[src/rtl/fp16_add_engine.sv]
`default_nettype none
// ============================================================================
//  Module   : fp16_add_engine
//  Purpose  : Self-sequencing FP16 (1-5-10, bias 15) adder over a private
//             256x8 memory; optional macro FP16_ADD_ROUND_NEAREST_EN selects
//             round-to-nearest-even instead of truncation.
//  Revision : 1.0 - initial release
// ============================================================================

module fp16_add_mem #(
    parameter int MEM_DEPTH = 256,
    parameter int ADDR_W    = 8
) (
    input  logic              clk,
    input  logic              i_we,
    input  logic [ADDR_W-1:0] i_addr,
    input  logic [7:0]        i_wdata,
    output logic [7:0]        o_rdata
);
    logic [7:0] my_memory [0:MEM_DEPTH-1];

    assign o_rdata = my_memory[i_addr];

    always_ff @(posedge clk) begin
        if (i_we) begin
            my_memory[i_addr] <= i_wdata;
        end
    end
endmodule

module fp16_add_engine #(
    parameter int OP_BASE   = 128,
    parameter int RES_BASE  = 132,
    parameter int MEM_DEPTH = 256
) (
    input  logic clk,
    input  logic reset,
    output logic done
);
    localparam int c_AW = $clog2(MEM_DEPTH);
    localparam logic [c_AW-1:0] c_A_MSB   = c_AW'(OP_BASE);
    localparam logic [c_AW-1:0] c_A_LSB   = c_AW'(OP_BASE + 1);
    localparam logic [c_AW-1:0] c_B_MSB   = c_AW'(OP_BASE + 2);
    localparam logic [c_AW-1:0] c_B_LSB   = c_AW'(OP_BASE + 3);
    localparam logic [c_AW-1:0] c_RES_MSB = c_AW'(RES_BASE);
    localparam logic [c_AW-1:0] c_RES_LSB = c_AW'(RES_BASE + 1);

    typedef enum logic [3:0] {
        ST_IDLE, ST_RD0, ST_RD1, ST_RD2, ST_RD3,
        ST_ALIGN, ST_ADD, ST_NORM, ST_WR0, ST_WR1, ST_DONE
    } state_t;

    state_t            r_state, w_state_nxt;
    logic              r_done;
    logic [15:0]       r_op_a, r_op_b, r_result;
    logic              r_sign, r_sub;
    logic [4:0]        r_exp;
    logic [13:0]       r_sig_l, r_sig_s;
    logic [14:0]       r_sum;

    logic [c_AW-1:0]   w_addr;
    logic              w_we;
    logic [7:0]        w_wdata, w_rdata;

    fp16_add_mem #(.MEM_DEPTH(MEM_DEPTH), .ADDR_W(c_AW)) data_mem1 (
        .clk     (clk),
        .i_we    (w_we),
        .i_addr  (w_addr),
        .i_wdata (w_wdata),
        .o_rdata (w_rdata)
    );

    assign done = r_done;

    always_ff @(posedge clk or negedge reset) begin
        if (!reset) begin
            r_state <= ST_IDLE;
            r_done  <= 1'b0;
        end else begin
            r_state <= w_state_nxt;
            r_done  <= (w_state_nxt == ST_DONE);
        end
    end

    always_comb begin
        w_state_nxt = r_state;
        w_addr      = c_A_MSB;
        w_we        = 1'b0;
        w_wdata     = r_result[15:8];
        case (r_state)
            ST_IDLE:  w_state_nxt = ST_RD0;
            ST_RD0:   begin w_addr = c_A_MSB; w_state_nxt = ST_RD1; end
            ST_RD1:   begin w_addr = c_A_LSB; w_state_nxt = ST_RD2; end
            ST_RD2:   begin w_addr = c_B_MSB; w_state_nxt = ST_RD3; end
            ST_RD3:   begin w_addr = c_B_LSB; w_state_nxt = ST_ALIGN; end
            ST_ALIGN: w_state_nxt = ST_ADD;
            ST_ADD:   w_state_nxt = ST_NORM;
            ST_NORM:  w_state_nxt = ST_WR0;
            ST_WR0: begin
                w_addr      = c_RES_MSB;
                w_we        = 1'b1;
                w_wdata     = r_result[15:8];
                w_state_nxt = ST_WR1;
            end
            ST_WR1: begin
                w_addr      = c_RES_LSB;
                w_we        = 1'b1;
                w_wdata     = r_result[7:0];
                w_state_nxt = ST_DONE;
            end
            ST_DONE:  w_state_nxt = ST_DONE;
            default:  w_state_nxt = ST_IDLE;
        endcase
    end

    // Alignment: larger magnitude by {E,F}; smaller gets G/R bits plus sticky
    logic        w_a_big;
    logic [15:0] w_big, w_sml;
    logic [10:0] w_sig_big, w_sig_sml;
    logic [4:0]  w_diff;
    logic [3:0]  w_shamt;
    logic [26:0] w_shift;
    logic [13:0] w_sml_al;

    always_comb begin
        w_a_big   = (r_op_a[14:0] >= r_op_b[14:0]);
        w_big     = w_a_big ? r_op_a : r_op_b;
        w_sml     = w_a_big ? r_op_b : r_op_a;
        w_sig_big = {(w_big[14:10] != 5'd0), w_big[9:0]};
        w_sig_sml = {(w_sml[14:10] != 5'd0), w_sml[9:0]};
        w_diff    = w_big[14:10] - w_sml[14:10];
        w_shamt   = (w_diff > 5'd14) ? 4'd14 : w_diff[3:0];
        w_shift   = {w_sig_sml, 16'd0} >> w_shamt;
        w_sml_al  = {w_shift[26:14], |w_shift[13:0]};
    end

    // Normalisation and result packing
    logic [3:0]        w_lz;
    logic signed [6:0] w_exp;
    logic [9:0]        w_frac;
    logic [15:0]       w_result;
`ifdef FP16_ADD_ROUND_NEAREST_EN
    logic [13:0]       w_ext;
    logic [11:0]       w_rnd;
`endif

    always_comb begin
        w_lz = 4'd0;
        for (int i = 0; i < 14; i++) begin
            if (r_sum[i]) w_lz = 4'(13 - i);
        end
        if (r_sum[14]) w_exp = $signed({2'b00, r_exp}) + 7'sd1;
        else           w_exp = $signed({2'b00, r_exp}) - $signed({3'b000, w_lz});
`ifdef FP16_ADD_ROUND_NEAREST_EN
        if (r_sum[14]) w_ext = {r_sum[14:4], r_sum[3], r_sum[2], |r_sum[1:0]};
        else           w_ext = r_sum[13:0] << w_lz;
        w_rnd = {1'b0, w_ext[13:3]} + {11'd0, w_ext[2] & (w_ext[1] | w_ext[0] | w_ext[3])};
        if (w_rnd[11]) begin
            w_frac = w_rnd[10:1];
            w_exp  = w_exp + 7'sd1;
        end else begin
            w_frac = w_rnd[9:0];
        end
`else
        if (r_sum[14]) w_frac = r_sum[13:4];
        else           w_frac = 10'((r_sum[13:0] << w_lz) >> 3);
`endif
        if (r_sum == 15'd0)      w_result = 16'h0000;
        else if (w_exp > 7'sd31) w_result = {r_sign, 15'h7FFF};
        else if (w_exp < 7'sd1)  w_result = 16'h0000;
        else                     w_result = {r_sign, w_exp[4:0], w_frac};
    end

    always_ff @(posedge clk or negedge reset) begin
        if (!reset) begin
            r_op_a   <= 16'd0;
            r_op_b   <= 16'd0;
            r_sign   <= 1'b0;
            r_sub    <= 1'b0;
            r_exp    <= 5'd0;
            r_sig_l  <= 14'd0;
            r_sig_s  <= 14'd0;
            r_sum    <= 15'd0;
            r_result <= 16'd0;
        end else begin
            case (r_state)
                ST_RD0: r_op_a[15:8] <= w_rdata;
                ST_RD1: r_op_a[7:0]  <= w_rdata;
                ST_RD2: r_op_b[15:8] <= w_rdata;
                ST_RD3: r_op_b[7:0]  <= w_rdata;
                ST_ALIGN: begin
                    r_sig_l <= {w_sig_big, 3'b000};
                    r_sig_s <= w_sml_al;
                    r_exp   <= w_big[14:10];
                    r_sign  <= w_big[15];
                    r_sub   <= r_op_a[15] ^ r_op_b[15];
                end
                ST_ADD: begin
                    if (r_sub) r_sum <= {1'b0, r_sig_l} - {1'b0, r_sig_s};
                    else       r_sum <= {1'b0, r_sig_l} + {1'b0, r_sig_s};
                end
                ST_NORM: r_result <= w_result;
                default: ;
            endcase
        end
    end
endmodule
`default_nettype wire

[config.mk]
export PLATFORM = sky130hd
export DESIGN_NAME = fp16_add_engine
export DESIGN_NICKNAME = d
export VERILOG_FILES = /design/src/rtl/fp16_add_engine.sv
export SDC_FILE = /design/constraint.sdc
export NUM_CORES = 1
export LEC_CHECK = 0
export BUFFER_PORTS_ARGS = -buffer_cell sky130_fd_sc_hd__buf_2
export CAP_MARGIN = 5
export CORE_AREA = 3 3 40 42
export DETAILED_ROUTE_END_ITERATION = 8
export DIE_AREA = 0 0 43 45
export SYNTH_ARGS = -nofsm -noshare
export SYNTH_HDL_FRONTEND = slang
export SYNTH_SLANG_ARGS = --single-unit
export TNS_END_PERCENT = 1
[constraint.sdc]
create_clock -name clk -period 1.6 [get_ports clk]
set_input_delay 0.08 -clock clk [delete_from_list [all_inputs] [get_ports clk]]
set_output_delay 0.08 -clock clk [all_outputs]
set_load 0.05 [all_outputs]
==> Word level (Yosys, flattened, before mapping) <==
Index checks and enable logic that the tools add are counted.
{ "classes": {"n_eq_ne": 11, "n_mux": 1, "reduce_logical": 2} }
{ "op_table": {"columns": ["operator", "n"], "rows": [
  ["case mux 4 bit (10 select lines)", 1],
  ["== test 4 x 3 -> 1 bit, second input constant", 4],
  ["== test 4 bit, second input constant", 4],
  ["== test 4 x 2 -> 1 bit, second input constant", 2],
  ["== test 4 x 1 -> 1 bit, second input constant", 1],
  ["logical NOT 4 bit", 1],
  ["OR reduction 2 bit", 1]
]} }
{ "word_totals": {"regBits": 5, "inputBits": 2, "output_inout_bits": 1, "wordCells": 16} }

==> Depth between registers and ports, before layout <==
Gate-level depths: netlist of run 1.
{ "logic_depth": {"ltp_word": 4, "ltp_mapped": 2, "depth_no_buf": 2} }

==> Worst setup path before layout of run 1 <==
Ideal clock, no wire load.
{ "synth_timing": {"path_type": "register to register", "startpoint": "register r_state[3]", "endpoint": "register r_state[2]", "setup_time_ns": 0.079, "arrival_time_ns": 0.725, "required_ns": 1.521, "path_slack_ns": 0.796, "path_stages_with_launch": 3, "path_buffers": 0, "period_less_slack_ns": 0.804, "cell_sequence": "dfrtp_1 -> or2b_1 -> mux2i_1"} }
{ "synth_between": {"elab_chain_cells": 3, "elab_cells_between_ends": 13, "cone_classes": "eq/ne: 10; mux: 1; reduce/logical: 2"} }
{ "synth_rtl": {"columns": ["item", "line_no", "source"], "rows": [
  ["start: declaration", "53", "state_t r_state, w_state_nxt;"],
  ["start signal: assignment", "80", "r_state <= w_state_nxt;"],
  ["== test 4 bit (on tied branches)", null, null],
  ["OR reduction 2 bit (no line)", null, null],
  ["case mux 4 bit (10 select lines) (*)", "90", "case (r_state)"],
  ["named net w_state_nxt[2]", "53", null]
]} }
The timed path passes the listed nets; every way through them passes the cells marked *.

==> Worst setup path in the final report of run 1 <==
Ends and elaborated chain as after synthesis.

==> results.py, run 1 <==
metrics = {
    "die": {
        "rows": 13,
        "design.core.area_sq_um": 1280,
        "die_x_microns": 43,
        "ios": 3,
        "start_util": 0.154,
        "die_area_sq_um": 1940,
        "dieHeight_microns": 45,
    },
    "final_layout": {
        "fill_cells": 139,
        "seqCellArea_sq_um": 125,
        "fin_area_sq_um": 263,
        "stdcell_count": 38,
        "fin_util": 0.204,
        "area_delta_synth_final_pct": 32.9,
        "layout.nets": 26,
        "drive_gt1_frac": 0.217,
        "multiInputGateArea_sq_um": 72.6,
        "diodes": 0,
    },
    "clock_tree": {
        "cts_sinks": 5,
        "htreeDepth": 1,
        "cts_tree": "yes",
        "cts_root_buffer": "clkbuf_4",
        "numCtsBuffers": 3,
        "clk_pin_slew_worst_paths_ns": 0.04,
        "clock_latency_ns": 0.24,
        "ctsLongestPathBuffers": 2,
        "post_cts_buffers": 0,
    },
    "placed_design": {
        "dp.cells": 33,
        "preCtsSetupSlack_ns": 0.689,
        "port_buffers": 2,
        "dpl_cell_area_sq_um": 226,
    },
    "timing": {
        "slew_viol_final": 0,
        "finalSetupTns_ns": 0,
        "rsz0062_at_grt": "false",
        "hold_viol": 0,
        "fin_crit_ns": 0.923,
        "fin_skew_ns": 0.00136,
        "post-route-period-util": 0.577,
        "setup_viol": 0,
        "max_freq_mhz": 1080,
        "worst_pin_slew_ns": 0.231,
        "timing.hold.ws_ns": 0.179,
        "relSlewSlack": 0.845,
        "fin_ws_ns": 0.677,
    },
    "critical_path": {
        "r2r_setup_slack_ns": 0.68,
        "cp_slowest_stage_delay_ns": 0.42,
        "startpoint_type": "register",
        "critPathCapture": "r_state[2]",
        "r2r-start": "r_state[3]",
        "path_delay_family": "flip-flops",
        "reg2reg_depth": 2,
        "critPathCaptureType": "register",
        "path_cells": "or2b_1, mux2i_1",
        "path_class": "reg -> reg",
        "r2r_end": "r_state[2]",
        "crit_fanout": 5,
        "path_depth": 2,
        "timing.critical_path.buf_inv": 0,
        "cp-startpoint": "r_state[3]",
        "crit_required_ns": 1.76,
        "arrival_ns": 1.08,
        "slowest_stage": "dfrtp_1",
    },
    "synthesis": {
        "post-synth-top-count-cell": "dfrtp_1",
        "synth_seq_cells": 5,
        "synth_nets": 18,
        "synth_sequential_area_ratio": 0.633,
        "synth_cells": 16,
        "yosysWarnings": 0,
        "synth_area_leader_cell": "dfrtp_1",
        "ys_types": 10,
        "synth_area_sq_um": 198,
        "async_flop_share": 1.00,
        "netlist.area_leader.share": 0.633,
        "synthFlopType": "dfrtp_1",
        "avgSynthCellArea_sq_um": 12.4,
        "synth_area_leaders": "dfrtp_1, mux2i_1, xnor2_1",
        "synth_edf_count": 0,
        "ys_top_cells_by_count": "dfrtp_1, mux2i_1, nor2_1",
    },
    "pwr": {
        "seqPwrFrac": 0.460,
        "power_density_nw_per_um2": 1050,
        "switching_share": 0.189,
        "leakagePower_nw": 0.117,
        "vdd_drop_max_uv": 139,
        "switchingPower_mw": 0.0523,
        "total_power_mw": 0.276,
        "p_int_mw": 0.224,
        "combPwrFrac": 0.018,
        "p_clk_frac": 0.522,
    },
    "global_routing": {
        "grt_use_met2": 0.108,
        "grt.busiest_layer": "met2",
        "antenna_found_initial": 0,
        "grt.overflow.total": 0,
        "grt_pass1_wl_microns": 683,
        "grt_use_met3": 0.0398,
        "grtUsageTotal": 0.0603,
        "grt_pass1_vias": 183,
        "globalRouteMet1Util": 0.0270,
        "grt_max_degree": 6,
    },
    "hold_path": {
        "hold_path_class": "in -> async",
    },
    "route": {
        "via_count": 151,
        "routed_wl_microns": 415,
        "drtIter0Drc": 2,
        "wl_per_cell_microns": 10.9,
        "ant_nets": 0,
        "drc": 0,
        "drt_pass1_iterations": 4,
        "viasPerCell": 3.97,
    },
    "flow_run": {
        "max_cap_violations": 0,
    },
    "run_status": {
        "status": "finished, final reports clean",
    },
}
==> cells in the final DEF, fill, tap and decap left out <==
cell type / Yosys / final
clkbuf_1: 0 / 1
a21oi_1: 1 / 1
o21a_1: 1 / 1
dlygate4sd3_1: 0 / 1
dfrtp_1: 5 / 5
buf_2: 0 / 2
or2b_1: 1 / 1
nand2b_1: 1 / 1
nand2_1: 1 / 1
or2_1: 1 / 1
clkbuf_4: 0 / 3
xnor2_1: 1 / 1
nor2_1: 2 / 2
mux2i_1: 2 / 2
==> final cells by class <==
type                            count  area share
Tap cell                           15      0.0714
Timing Repair Buffer                3      0.0762
Sequential cell                     5       0.476
Clock buffer                        4       0.100
Multi-Input combinational cell     11       0.276
==> power by group through the flow <==
stage	registers, mW	logic [mW]	clock network (mW)
after global routing	0.127	0.00560	0.151
final	0.127	0.00492	0.144
after floorplan	0.129	0.0000000377	0
after global placement	0.129	0.00282	0
after CTS	0.127	0.00509	0.150
after detailed placement	0.129	0.00315	0
==> routing by layer <==
metal	vias to the layer above	routed length, microns
met2	9	248
met4	0	25
met1	73	98
li1	65	-
met3	4	43
met5	-	0
==> sequential cells by signal, indices dropped and copies added, names as in the netlist <==
name,flops
r_state,4
done,1
==> what timing repair did <==
action / 4_1_cts / 5_1_grt
hold endpoints to repair: 5 / 0
resized for setup: 0 / 0
hold buffers: 1 / 0
==> worst min-delay path by stage <==
stage / from / end / slack, ns / cells past startpoint
after floorplan: reset / done / -0.22 / 0
after global placement: reset / r_state[3] / -0.11 / 1
after detailed placement: reset / r_state[3] / -0.11 / 1
after CTS: reset / r_state[3] / 0.18 / 2
after global routing: reset / r_state[0] / 0.20 / 2
final: reset / r_state[2] / 0.18 / 2
==> kinds of logic (layout without fill, tap and decap cells) <==
kind of cell	after synthesis	after routing	share of synthesized area
XOR/XNOR	1	1	0.0443
flip-flops	5	5	0.633
AND/OR/NAND/NOR	6	6	0.158
buffers and inverters	0	7	0
multiplexers	2	2	0.101
AO/OA/AOI/OAI	2	2	0.0633
Note: power is estimated with default switching activity, not from simulation.
==> run 2, diff against run 1 <==
ABC_AREA = 1   (was default)
clock period = 0.8 ns   (was 1.6 ns; I/O delays follow)
==> run 2 against run 1 <==
- the run now ends with setup timing left
- total power increased by 110%
- setup slack got worse by 0.73 ns
- sequential share of layout area decreased by 5.6 points
- sequential cell count unchanged
- clock skew increased by 0.0013 ns
- core utilization increased by 3.2 points
- critical path depth increased by 1
- clock-buffer cell count unchanged
- worst hold slack got worse by 0.040 ns
- maximum frequency increased by 8.7%
- largest cell class unchanged
==> results.py, run 2 <==
metrics = {
    "critical_path": {
        "reg2reg_depth": 3,
        "slowest_stage": "dfrtp_2",
        "path_cells": "nand2_2, nand2_2, nor3_1",
        "critPathCaptureType": "register",
        "path_depth": 3,
        "path_delay_family": "flip-flops",
        "cp_slowest_stage_delay_ns": 0.43,
        "crit_path_frequent_cell": "nand2_2",
        "crit_fanout": 4,
        "crit_required_ns": 0.96,
        "timing.critical_path.buf_inv": 0,
        "arrival_ns": 1.01,
        "path_class": "reg -> reg",
        "startpoint_type": "register",
    },
    "final_layout": {
        "largest_register_ffs": 4,
        "drive_gt1_frac": 0.457,
        "most-common-layout-cells": "nand2_1, inv_2",
        "diodes": 0,
        "layout.nets": 38,
        "stdcell_count": 50,
        "area_delta_synth_final_pct": 36.5,
        "regMostFlops": "r_state",
        "final_common_cell": "nand2_1",
    },
    "die": {
        "start_util": 0.173,
        "dieHeight_microns": 45,
        "die_x_microns": 43,
        "rows": 13,
        "ios": 3,
        "die_area_sq_um": 1940,
        "design.core.area_sq_um": 1280,
    },
    "route": {
        "drtIter0Drc": 1,
        "wl_per_cell_microns": 9.26,
        "ant_nets": 0,
        "routed_wl_microns": 463,
        "viasPerCell": 3.90,
        "drt_pass1_iterations": 4,
        "via_count": 195,
        "drc": 0,
    },
    "placed_design": {
        "dp.cells": 45,
        "port_buffers": 2,
        "preCtsSetupSlack_ns": -0.0455,
        "gp_congestion": 0.743,
        "dp_hpwl_microns": 287,
    },
    "timing": {
        "slew_viol_final": 0,
        "fin_crit_ns": 0.849,
        "fin_skew_ns": 0.00267,
        "max_freq_mhz": 1180,
        "hold_viol": 0,
        "timing.hold.ws_ns": 0.139,
        "fin_ws_ns": -0.0492,
        "rsz0062_at_grt": "true",
        "post-route-period-util": 1.06,
        "relSlewSlack": 0.880,
        "worst_pin_slew_ns": 0.178,
        "setup_viol": 4,
    },
    "clock_tree": {
        "htreeDepth": 1,
        "ctsLongestPathBuffers": 2,
        "numCtsBuffers": 3,
        "cts_tree": "yes",
        "clock_latency_ns": 0.25,
        "clk_pin_slew_worst_paths_ns": 0.05,
        "cts_sinks": 5,
        "cts_root_buffer": "clkbuf_4",
    },
    "hold_path": {
        "hold_path_class": "in -> async",
    },
    "synthesis": {
        "post-synth-top-count-cell": "inv_1",
        "synth_area_leaders": "dfrtp_1, inv_1, nand2_1",
        "synth_seq_cells": 5,
        "avgSynthCellArea_sq_um": 7.95,
        "netlist.area_leader.share": 0.562,
        "synth_sequential_area_ratio": 0.562,
        "synth_area_leader_cell": "dfrtp_1",
        "ys_types": 9,
        "synthFlopType": "dfrtp_1",
        "async_flop_share": 1.00,
        "synth_cells": 28,
        "synth_edf_count": 0,
        "ys_top_cells_by_count": "inv_1, dfrtp_1, nand2_1, nor2_1",
        "synth_area_sq_um": 223,
        "yosysWarnings": 0,
        "synth_nets": 30,
    },
    "global_routing": {
        "grt_pass1_vias": 198,
        "grt_pass1_wl_microns": 772,
        "grt_max_degree": 6,
        "grtUsageTotal": 0.0628,
        "grt.overflow.total": 0,
        "antenna_found_initial": 0,
    },
    "flow_run": {
        "max_cap_violations": 0,
    },
    "pwr": {
        "leakagePower_nw": 0.137,
        "vdd_drop_max_uv": 639,
        "power_density_nw_per_um2": 1860,
    },
    "run_status": {
        "violations": "setup timing",
        "status": "finished with violations",
    },
}
-- run 2: cell count changes in the layout (fill, tap and decap cells not counted), moves of 3 or more --
cell,change
inv_1,+3
inv_2,+4
nand2_1,+4
nor2_2,+3
-- run 2: area by class of cell --
class,count,area [sq um]
fillers,145,981
well taps,15,18.8
flip-flops and latches,5,128
multi-input cells,16,78.8
inverters,7,26.3
clock buffers,4,26.3
repair buffers,3,26.3
-- run 2: cell families after synthesis --
family	share of synthesized area
DFF	0.562
AOI/OAI and AO/OA	0.0449
buffers and inverters	0.118
and+or+nand+nor	0.275
-- run 2: final timing paths --
check | start | end | slack [ns]
min in group clk | r_state[3] | r_state[0] | 0.49
max in group asynchronous | reset | r_state[1] | 0.52
hold / removal | reset | done | 0.14
hold reg to reg | r_state[3] | r_state[0] | 0.49
setup / recovery | r_state[1] | done | -0.05
setup reg to reg | r_state[1] | done | -0.05
-- run 2: per-layer routing --
layer	global-route usage	vias up	routed length (microns)
met5	0	-	0
met4	0.0542	0	11
met3	0.0598	2	50
met2	0.0988	6	228
met1	0.0440	91	173
li1	-	96	-
-- run 2: what timing repair did --
item | CTS | global route
cloned | 0 | 0
setup buffers | 0 | 0
setup endpoints to repair | 5 | 6
pin swaps | 2 | 3
gates resized for setup | 3 | 7
hold endpoints to repair | 5 | 0
hold buffers | 1 | 0
-- run 2: report_power, final --
part	switching (mW)	leakage (nW)	total (mW)	internal, mW
registers	0	0.0522	0.254	0.254
clock network	0.113	0.0150	0.302	0.189
logic	0.00524	0.0698	0.0102	0.00497
total	0.118	0.137	0.566	0.448
-- run 2: through the flow --
step	total power, mW	setup TNS [ns]	cell area [sq um]	utilization
floorplan	0.258	0	225	-
global placement	0.264	-0.0831	254	0.198
detailed placement	0.264	-0.0790	254	0.198
CTS	0.576	-0.198	297	0.231
global route	0.600	-0.357	304	0.237
finish	0.566	-0.108	304	0.237
